`src/rtl/intpol_ctrl_fsm_p_if.sv`:
```
// Start/config, FIFO status and datapath strobe bundle between the register side and the interpolator control FSM.
// When INTPOL_WDOG_EN is defined the bundle also carries the sticky timeout flag.
interface intpol_ctrl_fsm_p_if #(
  parameter int unsigned ADDR_W = 4,
  parameter int unsigned CNT_W  = 8,
  parameter int unsigned CH_W   = 1
);
  logic              start;
  logic              mode;
  logic              bypass;
  logic [CNT_W-1:0]  ratio;
  logic [ADDR_W-1:0] n_addr;
  logic              Afull;
  logic              Empty;

  logic              busy;
  logic              done;
  logic              clear;
  logic              read_en;
  logic [ADDR_W-1:0] addr;
  logic              op_1;
  logic              ld_p1_xi;
  logic              sel_mult;
  logic              write_en;
  logic [CH_W-1:0]   ch_sel;
  logic              en_sum;
  logic              en_stream;
  logic              stop_empty;
  logic              stop_Afull;
  logic              frame_tick;
`ifdef INTPOL_WDOG_EN
  logic              timeout;
`endif

  // Register/start side: drives configuration and FIFO status, observes the strobes.
  modport master (
`ifdef INTPOL_WDOG_EN
    input  timeout,
`endif
    output start, mode, bypass, ratio, n_addr, Afull, Empty,
    input  busy, done, clear, read_en, addr, op_1, ld_p1_xi, sel_mult,
           write_en, ch_sel, en_sum, en_stream, stop_empty, stop_Afull, frame_tick
  );

  // Control FSM side.
  modport slave (
`ifdef INTPOL_WDOG_EN
    output timeout,
`endif
    input  start, mode, bypass, ratio, n_addr, Afull, Empty,
    output busy, done, clear, read_en, addr, op_1, ld_p1_xi, sel_mult,
           write_en, ch_sel, en_sum, en_stream, stop_empty, stop_Afull, frame_tick
  );
endinterface

```
`src/rtl/intpol_ctrl_fsm_p.sv`:
```
// Control FSM for the 2nd-order interpolator: config load, per-sample CALC/WRITE over N_CH channels, streaming refill.
// Optional WAIT_IN watchdog with sticky timeout flag is enabled by defining INTPOL_WDOG_EN.
module intpol_ctrl_fsm_p #(
  parameter int unsigned ADDR_W = 4,
  parameter int unsigned CNT_W  = 8,
  parameter int unsigned N_CH   = 2,
  parameter int unsigned CH_W   = 1
`ifdef INTPOL_WDOG_EN
  , parameter int unsigned WDOG_W = 10
`endif
) (
  input logic                clk,
  input logic                rstn,
  intpol_ctrl_fsm_p_if.slave bus
);

  localparam logic [CH_W-1:0] CH_LAST = CH_W'(N_CH - 1);

  typedef enum logic [3:0] {
    S_IDLE, S_LOAD, S_PRIME, S_CALC, S_WRITE, S_END,
    S_WAIT_IN, S_FETCH, S_BYP_DONE, S_BYP_STRM, S_CLEAR
  } state_t;

  state_t            r_state,   w_state_nx;
  logic [ADDR_W-1:0] r_addr,    w_addr_nx;
  logic [CNT_W-1:0]  r_k,       w_k_nx;
  logic [CH_W-1:0]   r_ch,      w_ch_nx;
  logic [CNT_W-1:0]  r_ratio_q, w_ratio_nx;
  logic [ADDR_W-1:0] r_naddr_q, w_naddr_nx;
`ifdef INTPOL_WDOG_EN
  localparam logic [WDOG_W-1:0] WDOG_MAX = '1;
  logic [WDOG_W-1:0] r_wdog,    w_wdog_nx;
  logic              r_timeout, w_timeout_nx;
`endif

  logic              w_busy, w_done, w_read_en, w_op_1, w_ld_p1_xi, w_sel_mult;
  logic              w_write_en, w_en_sum, w_en_stream, w_stop_empty, w_stop_Afull;
  logic              w_frame_tick;
  logic [ADDR_W-1:0] w_addr;
  logic [CH_W-1:0]   w_ch_sel;

  logic              w_abort;
  logic [CNT_W-1:0]  w_ratio_lat;
  logic [ADDR_W-1:0] w_naddr_lat;

  // Zero ratio / word count are promoted to 1 so the terminal compares never underflow.
  assign w_ratio_lat = (bus.ratio  == '0) ? CNT_W'(1)  : bus.ratio;
  assign w_naddr_lat = (bus.n_addr == '0) ? ADDR_W'(1) : bus.n_addr;
  assign w_abort     = bus.start && (r_state != S_IDLE) && (r_state != S_CLEAR);

  // Next-state, counter update and output decode.
  always_comb begin
    w_state_nx   = r_state;
    w_addr_nx    = r_addr;
    w_k_nx       = r_k;
    w_ch_nx      = r_ch;
    w_ratio_nx   = r_ratio_q;
    w_naddr_nx   = r_naddr_q;
`ifdef INTPOL_WDOG_EN
    w_wdog_nx    = '0;
    w_timeout_nx = r_timeout;
`endif
    w_busy       = (r_state != S_IDLE);
    w_done       = 1'b0;
    w_read_en    = 1'b0;
    w_addr       = '0;
    w_op_1       = 1'b0;
    w_ld_p1_xi   = 1'b0;
    w_sel_mult   = 1'b0;
    w_write_en   = 1'b0;
    w_ch_sel     = '0;
    w_en_sum     = 1'b0;
    w_en_stream  = 1'b0;
    w_stop_empty = 1'b0;
    w_stop_Afull = 1'b0;
    w_frame_tick = 1'b0;

    // A restart request wins over everything: the current cycle issues no strobes.
    if (w_abort) begin
      w_state_nx = S_CLEAR;
    end else begin
      unique case (r_state)
        S_IDLE: begin
          if (bus.start) begin
            w_ratio_nx = w_ratio_lat;
            w_naddr_nx = w_naddr_lat;
            w_addr_nx  = '0;
`ifdef INTPOL_WDOG_EN
            w_timeout_nx = 1'b0;
`endif
            w_state_nx = (bus.bypass && bus.mode) ? S_BYP_STRM : S_LOAD;
          end
        end
        S_LOAD: begin
          w_read_en = 1'b1;
          w_addr    = r_addr;
          if (r_addr == r_naddr_q - ADDR_W'(1)) begin
            w_addr_nx  = '0;
            w_state_nx = bus.bypass ? S_BYP_DONE : S_PRIME;
          end else begin
            w_addr_nx = r_addr + ADDR_W'(1);
          end
        end
        S_PRIME: begin
          w_op_1     = 1'b1;
          w_k_nx     = '0;
          w_ch_nx    = '0;
          w_state_nx = S_CALC;
        end
        S_CALC: begin
          w_ld_p1_xi = 1'b1;
          w_state_nx = S_WRITE;
        end
        S_WRITE: begin
          w_sel_mult = 1'b1;
          w_ch_sel   = r_ch;
          if (bus.mode && bus.Afull) begin
            w_stop_Afull = 1'b1;
          end else begin
            w_write_en = 1'b1;
            if (r_ch == CH_LAST) begin
              w_ch_nx = '0;
              if (r_k == r_ratio_q - CNT_W'(1)) begin
                w_state_nx = S_END;
              end else begin
                w_en_sum   = 1'b1;
                w_k_nx     = r_k + CNT_W'(1);
                w_state_nx = S_CALC;
              end
            end else begin
              w_ch_nx = r_ch + CH_W'(1);
            end
          end
        end
        S_END: begin
          if (bus.mode) begin
            w_frame_tick = 1'b1;
            w_state_nx   = S_WAIT_IN;
          end else begin
            w_done     = 1'b1;
            w_state_nx = S_IDLE;
          end
        end
        S_WAIT_IN: begin
          w_read_en    = 1'b1;
          w_stop_empty = bus.Empty;
          if (!bus.Empty) begin
            w_state_nx = S_FETCH;
          end
`ifdef INTPOL_WDOG_EN
          else if (r_wdog == WDOG_MAX) begin
            w_done       = 1'b1;
            w_timeout_nx = 1'b1;
            w_state_nx   = S_IDLE;
          end else begin
            w_wdog_nx = r_wdog + WDOG_W'(1);
          end
`endif
        end
        S_FETCH: begin
          w_en_stream = 1'b1;
          w_state_nx  = S_PRIME;
        end
        S_BYP_DONE: begin
          w_done     = 1'b1;
          w_state_nx = S_IDLE;
        end
        S_BYP_STRM: begin
          w_read_en    = 1'b1;
          w_stop_empty = bus.Empty;
          w_stop_Afull = bus.Afull;
        end
        S_CLEAR: begin
          if (!bus.start) begin
            w_ratio_nx = w_ratio_lat;
            w_naddr_nx = w_naddr_lat;
            w_addr_nx  = '0;
            w_state_nx = S_LOAD;
          end
        end
        default: w_state_nx = S_IDLE;
      endcase
    end
  end

  // State and counter registers.
  always_ff @(posedge clk or negedge rstn) begin
    if (!rstn) begin
      r_state   <= S_IDLE;
      r_addr    <= '0;
      r_k       <= '0;
      r_ch      <= '0;
      r_ratio_q <= '0;
      r_naddr_q <= '0;
`ifdef INTPOL_WDOG_EN
      r_wdog    <= '0;
      r_timeout <= 1'b0;
`endif
    end else begin
      r_state   <= w_state_nx;
      r_addr    <= w_addr_nx;
      r_k       <= w_k_nx;
      r_ch      <= w_ch_nx;
      r_ratio_q <= w_ratio_nx;
      r_naddr_q <= w_naddr_nx;
`ifdef INTPOL_WDOG_EN
      r_wdog    <= w_wdog_nx;
      r_timeout <= w_timeout_nx;
`endif
    end
  end

  assign bus.busy       = w_busy;
  assign bus.done       = w_done;
  assign bus.clear      = bus.start | w_done;
  assign bus.read_en    = w_read_en;
  assign bus.addr       = w_addr;
  assign bus.op_1       = w_op_1;
  assign bus.ld_p1_xi   = w_ld_p1_xi;
  assign bus.sel_mult   = w_sel_mult;
  assign bus.write_en   = w_write_en;
  assign bus.ch_sel     = w_ch_sel;
  assign bus.en_sum     = w_en_sum;
  assign bus.en_stream  = w_en_stream;
  assign bus.stop_empty = w_stop_empty;
  assign bus.stop_Afull = w_stop_Afull;
  assign bus.frame_tick = w_frame_tick;
`ifdef INTPOL_WDOG_EN
  assign bus.timeout    = r_timeout;
`endif

endmodule

```
`src/flat_wrapper.sv`:
```
// flat-port wrapper written by rule: the top's interface ports become plain ports
module intpol_ctrl_fsm_p_flat 
#(
  parameter int unsigned ADDR_W = 4,
  parameter int unsigned CNT_W  = 8,
  parameter int unsigned N_CH   = 2,
  parameter int unsigned CH_W   = 1

)
  (clk, rstn, bus_start, bus_mode, bus_bypass, bus_ratio, bus_n_addr, bus_Afull, bus_Empty, bus_busy, bus_done, bus_clear, bus_read_en, bus_addr, bus_op_1, bus_ld_p1_xi, bus_sel_mult, bus_write_en, bus_ch_sel, bus_en_sum, bus_en_stream, bus_stop_empty, bus_stop_Afull, bus_frame_tick);
  intpol_ctrl_fsm_p_if #(.ADDR_W(ADDR_W), .CNT_W(CNT_W), .CH_W(CH_W)) bus_i ();
  input logic clk;
  input logic rstn;
  input wire logic [$bits(bus_i.start)-1:0] bus_start;
  input wire logic [$bits(bus_i.mode)-1:0] bus_mode;
  input wire logic [$bits(bus_i.bypass)-1:0] bus_bypass;
  input wire logic [$bits(bus_i.ratio)-1:0] bus_ratio;
  input wire logic [$bits(bus_i.n_addr)-1:0] bus_n_addr;
  input wire logic [$bits(bus_i.Afull)-1:0] bus_Afull;
  input wire logic [$bits(bus_i.Empty)-1:0] bus_Empty;
  output wire logic [$bits(bus_i.busy)-1:0] bus_busy;
  output wire logic [$bits(bus_i.done)-1:0] bus_done;
  output wire logic [$bits(bus_i.clear)-1:0] bus_clear;
  output wire logic [$bits(bus_i.read_en)-1:0] bus_read_en;
  output wire logic [$bits(bus_i.addr)-1:0] bus_addr;
  output wire logic [$bits(bus_i.op_1)-1:0] bus_op_1;
  output wire logic [$bits(bus_i.ld_p1_xi)-1:0] bus_ld_p1_xi;
  output wire logic [$bits(bus_i.sel_mult)-1:0] bus_sel_mult;
  output wire logic [$bits(bus_i.write_en)-1:0] bus_write_en;
  output wire logic [$bits(bus_i.ch_sel)-1:0] bus_ch_sel;
  output wire logic [$bits(bus_i.en_sum)-1:0] bus_en_sum;
  output wire logic [$bits(bus_i.en_stream)-1:0] bus_en_stream;
  output wire logic [$bits(bus_i.stop_empty)-1:0] bus_stop_empty;
  output wire logic [$bits(bus_i.stop_Afull)-1:0] bus_stop_Afull;
  output wire logic [$bits(bus_i.frame_tick)-1:0] bus_frame_tick;
  assign bus_i.start = bus_start;
  assign bus_i.mode = bus_mode;
  assign bus_i.bypass = bus_bypass;
  assign bus_i.ratio = bus_ratio;
  assign bus_i.n_addr = bus_n_addr;
  assign bus_i.Afull = bus_Afull;
  assign bus_i.Empty = bus_Empty;
  assign bus_busy = bus_i.busy;
  assign bus_done = bus_i.done;
  assign bus_clear = bus_i.clear;
  assign bus_read_en = bus_i.read_en;
  assign bus_addr = bus_i.addr;
  assign bus_op_1 = bus_i.op_1;
  assign bus_ld_p1_xi = bus_i.ld_p1_xi;
  assign bus_sel_mult = bus_i.sel_mult;
  assign bus_write_en = bus_i.write_en;
  assign bus_ch_sel = bus_i.ch_sel;
  assign bus_en_sum = bus_i.en_sum;
  assign bus_en_stream = bus_i.en_stream;
  assign bus_stop_empty = bus_i.stop_empty;
  assign bus_stop_Afull = bus_i.stop_Afull;
  assign bus_frame_tick = bus_i.frame_tick;
  intpol_ctrl_fsm_p #(.ADDR_W(ADDR_W), .CNT_W(CNT_W), .N_CH(N_CH), .CH_W(CH_W)) u_core (.clk(clk), .rstn(rstn), .bus(bus_i));
endmodule
```
`config.mk`:
```
export PLATFORM = sky130hd
export DESIGN_NAME = intpol_ctrl_fsm_p_flat
export DESIGN_NICKNAME = d
export VERILOG_FILES = /design/src/rtl/intpol_ctrl_fsm_p_if.sv /design/src/rtl/intpol_ctrl_fsm_p.sv /design/src/flat_wrapper.sv
export SDC_FILE = /design/constraint.sdc
export NUM_CORES = 1
export LEC_CHECK = 0
export BUFFER_PORTS_ARGS = -buffer_cell sky130_fd_sc_hd__buf_4
export CAP_MARGIN = 20
export CELL_PAD_IN_SITES_DETAIL_PLACEMENT = 0
export CELL_PAD_IN_SITES_GLOBAL_PLACEMENT = 1
export CORE_ASPECT_RATIO = 0.75
export CORE_MARGIN = 4
export CORE_UTILIZATION = 47
export CTS_BUF_LIST = sky130_fd_sc_hd__clkbuf_8
export DETAILED_ROUTE_END_ITERATION = 16
export PLACE_DENSITY = 0.95
export SYNTH_ARGS = -nofsm -noshare
export SYNTH_HDL_FRONTEND = slang
export SYNTH_SLANG_ARGS = --single-unit
```
`constraint.sdc`:
```
create_clock -name clk -period 3.6 [get_ports clk]
set_clock_uncertainty 0.1 [all_clocks]
set_input_delay 0.72 -clock clk [delete_from_list [all_inputs] [get_ports clk]]
set_output_delay 0.72 -clock clk [all_outputs]
set_load 0.02 [all_outputs]
```
==> metrics.yaml <==
status: "finished clean"
arrival_ns: 2.36
syn_inst: 234
hold_violations: 0
r2r-end: "u_core.r_state[0]"
num_vias: 1877
htree_levels: 2
dp_cells: 313
r2r_slack_ns: 0.84
critPathTopFamily: "compound AO/OA/AOI/OAI gates"
wl_per_cell_um: 15.5
boundaryPins: 37
slew_headroom_pct: 45.9
fp.dieH_um: 66.5
holdWs_ns: 0.258
clk_path_buf_depth: 2
grt_pass1_wl_um: 8650
syn_avg_cell_area_sq_um: 9.15
gp_congestion: 0.851
final_common_cell: "buf_4"
max_cap_viol_count: 0
drt-total-wl_um: 4980
multiInputGateArea_sq_um: 1310
yosysWarnings: 0
ys_ff_latch: 29
cp_num_buf_inv: 2
hold_class: "input port to asynchronous set/reset pin"
synthFlopType: "dfrtp_1"
dieArea_sq_um: 5710
final_cells: 321
leakage_nw: 1.08
seq_area_frac_synth_pct: 33.9
slowest_stage: "or3b_2"
core-area_sq_um: 4230
grt_pass1_vias: 1809
cts-buffers-inserted: 5
avgViaCountPerCell: 5.85
max_stage_delay_ns: 0.45
grt_start_max_net_pins: 30
fin_crit_sh_pct: 88.3
synth-async-reset-ratio_pct: 100
synthesis.nets: 257
synthToLayoutAreaGrowth_pct: 16.6
clock_latency_ns: 0.29
cts_resized: 0
rr_startpoint: "u_core.r_state[0]"
grt_overflow: 0
max_freq_ghz: 0.315
route.detailed.drc: 0
nNetsFinal: 288
crit_type: "flop to output pin"
max-vdd-ir-drop_mv: 0.350
rsz0062_at_grt: "no"
fin_crit_ns: 3.18
dpl_worst_slack_ns: 0.711
cp-start-kind: "flop"
drv_slew: 0
drtPass1Iterations: 4
clk_pin_slew_ns: 0.07
ant_nets: 0
cp_max_fo: 3
start_util_pct: 50.7
nFillCells: 404
synth_edf_count: 0
total_power_w: 0.00175
drt_iter0_drc: 172
rows: 20
fin_ws_ns: 0.422
cp_cell_sequence: "inv_1 -> ha_1 -> or3b_2 -> a211oi_1 -> o211ai_1 -> a211oi_2 -> nor4_1 -> buf_4"
critPathLaunch: "u_core.r_ratio_q[0]"
die_w_um: 86.0
cts-root-buf: "clkbuf_8"
antenna_found_initial: 0
layout_common_cells: "36 x buf_4, 29 x dfrtp_1, 23 x nand2_1"
yosysUniqueCellTypes: 58
cts-hold-fix-buffers: 0
antenna_cells: 0
power.density_nw_per_um2: 701
r2r_cells: 6
dp_hpwl_um: 3690
area.sequential_sq_um: 726
setup.worst_path.end_class: "output pin"
clkSinkCount: 29
grt.total_usage_pct: 19.2
drive_gt1_share_pct: 27.1
cts_tree: "done"
cp.depth: 8
worst_pin_slew_ns: 0.791
fin_setup_tns_ns: 0
cts_setup_buffers: 0
worstPathRequired_ns: 2.78
syn_area_sq_um: 2140
io_buffer_count: 36
setup_viol: 0
cell usage after synthesis, types with 4 or more instances:
cell type / number / area, sq um
dfrtp_1: 29 / 726
nand2_1: 23 / 86.3
mux2_2: 16 / 180
a21oi_1: 15 / 75.1
nor2_1: 13 / 48.8
inv_1: 9 / 33.8
nor3_1: 8 / 40.0
o21ai_0: 8 / 40.0
or3_1: 8 / 50.1
xor2_1: 8 / 70.1
xnor2_1: 7 / 61.3
and2_1: 6 / 37.5
nand4_1: 5 / 31.3
and3_1: 4 / 25.0
buf_2: 4 / 20.0
clkbuf_1: 4 / 15.0
ha_1: 4 / 50.1
nand3_1: 4 / 20.0
nor2b_1: 4 / 25.0
o31ai_1: 4 / 30.0
cell type report:
cell class / instances / area share, %
clock buffer: 5 / 2.75
tap: 55 / 2.75
multi-input combinational: 184 / 52.6
sequential: 29 / 29.0
timing repair buffer: 36 / 10.8
clock inverter: 3 / 0.701
inverter: 9 / 1.35
logic make-up (layout without fill, tap and decap cells):
kind of cell | count (synthesis) | in the layout | share of synthesized area [%]
buffers and inverters | 21 | 53 | 4.79
XOR/XNOR | 15 | 15 | 6.13
AND/OR/NAND/NOR | 97 | 97 | 25.9
multiplexers | 17 | 17 | 8.88
adder cells (fa/ha/maj) | 4 | 4 | 2.34
flip-flops | 29 | 29 | 33.9
AO/OA/AOI/OAI | 51 | 51 | 18.0
worst max path at each step:
stage                            end  slack [ns]
after floorplan           bus_en_sum        0.73
after global placement    bus_en_sum        0.76
after detailed placement  bus_en_sum        0.71
after CTS                 bus_en_sum        0.40
after global routing      bus_en_sum        0.22
final                     bus_en_sum        0.42
per-stage QoR:
| stage | area (sq um) | util (%) |
|---|---|---|
| after floorplan | 2140 | - |
| after global placement | 2410 | 57.0 |
| after detailed placement | 2410 | 57.0 |
| after CTS | 2500 | 59.1 |
| after global routing | 2500 | 59.1 |
| final | 2500 | 59.1 |
where the power goes:
| group | switching (W) | internal, W |
|---|---|---|
| Sequential | 0.000191 | 0.000431 |
| Combinational | 0.000447 | 0.000411 |
| Clock | 0.000139 | 0.000133 |
| Total | 0.000777 | 0.000975 |
worst reg2reg max path, cell delays in order (launching register included):
cell	delay, ns
dfrtp_1	0.76
nand3b_1	0.20
a21oi_1	0.08
o21ai_1	0.38
nor2_1	0.14
a211oi_1	0.58
mux2_2	0.41
metal layers:
metal	share of wire, %	track usage, %	vias to the layer above
met1	49	28.0	882
met3	8.0	4.45	7
met4	1.4	6.13	0
met5	0	0	-
met2	42	27.9	68
li1	-	-	920
registers in the layout, summed over array words and instances, names as in the netlist:
name / flops
u_core.r_state: 4
u_core.r_k: 8
u_core.r_ratio_q: 8
u_core.r_naddr_q: 4
u_core.r_ch: 1
u_core.r_addr: 4
(Power assumes the default switching activity.)
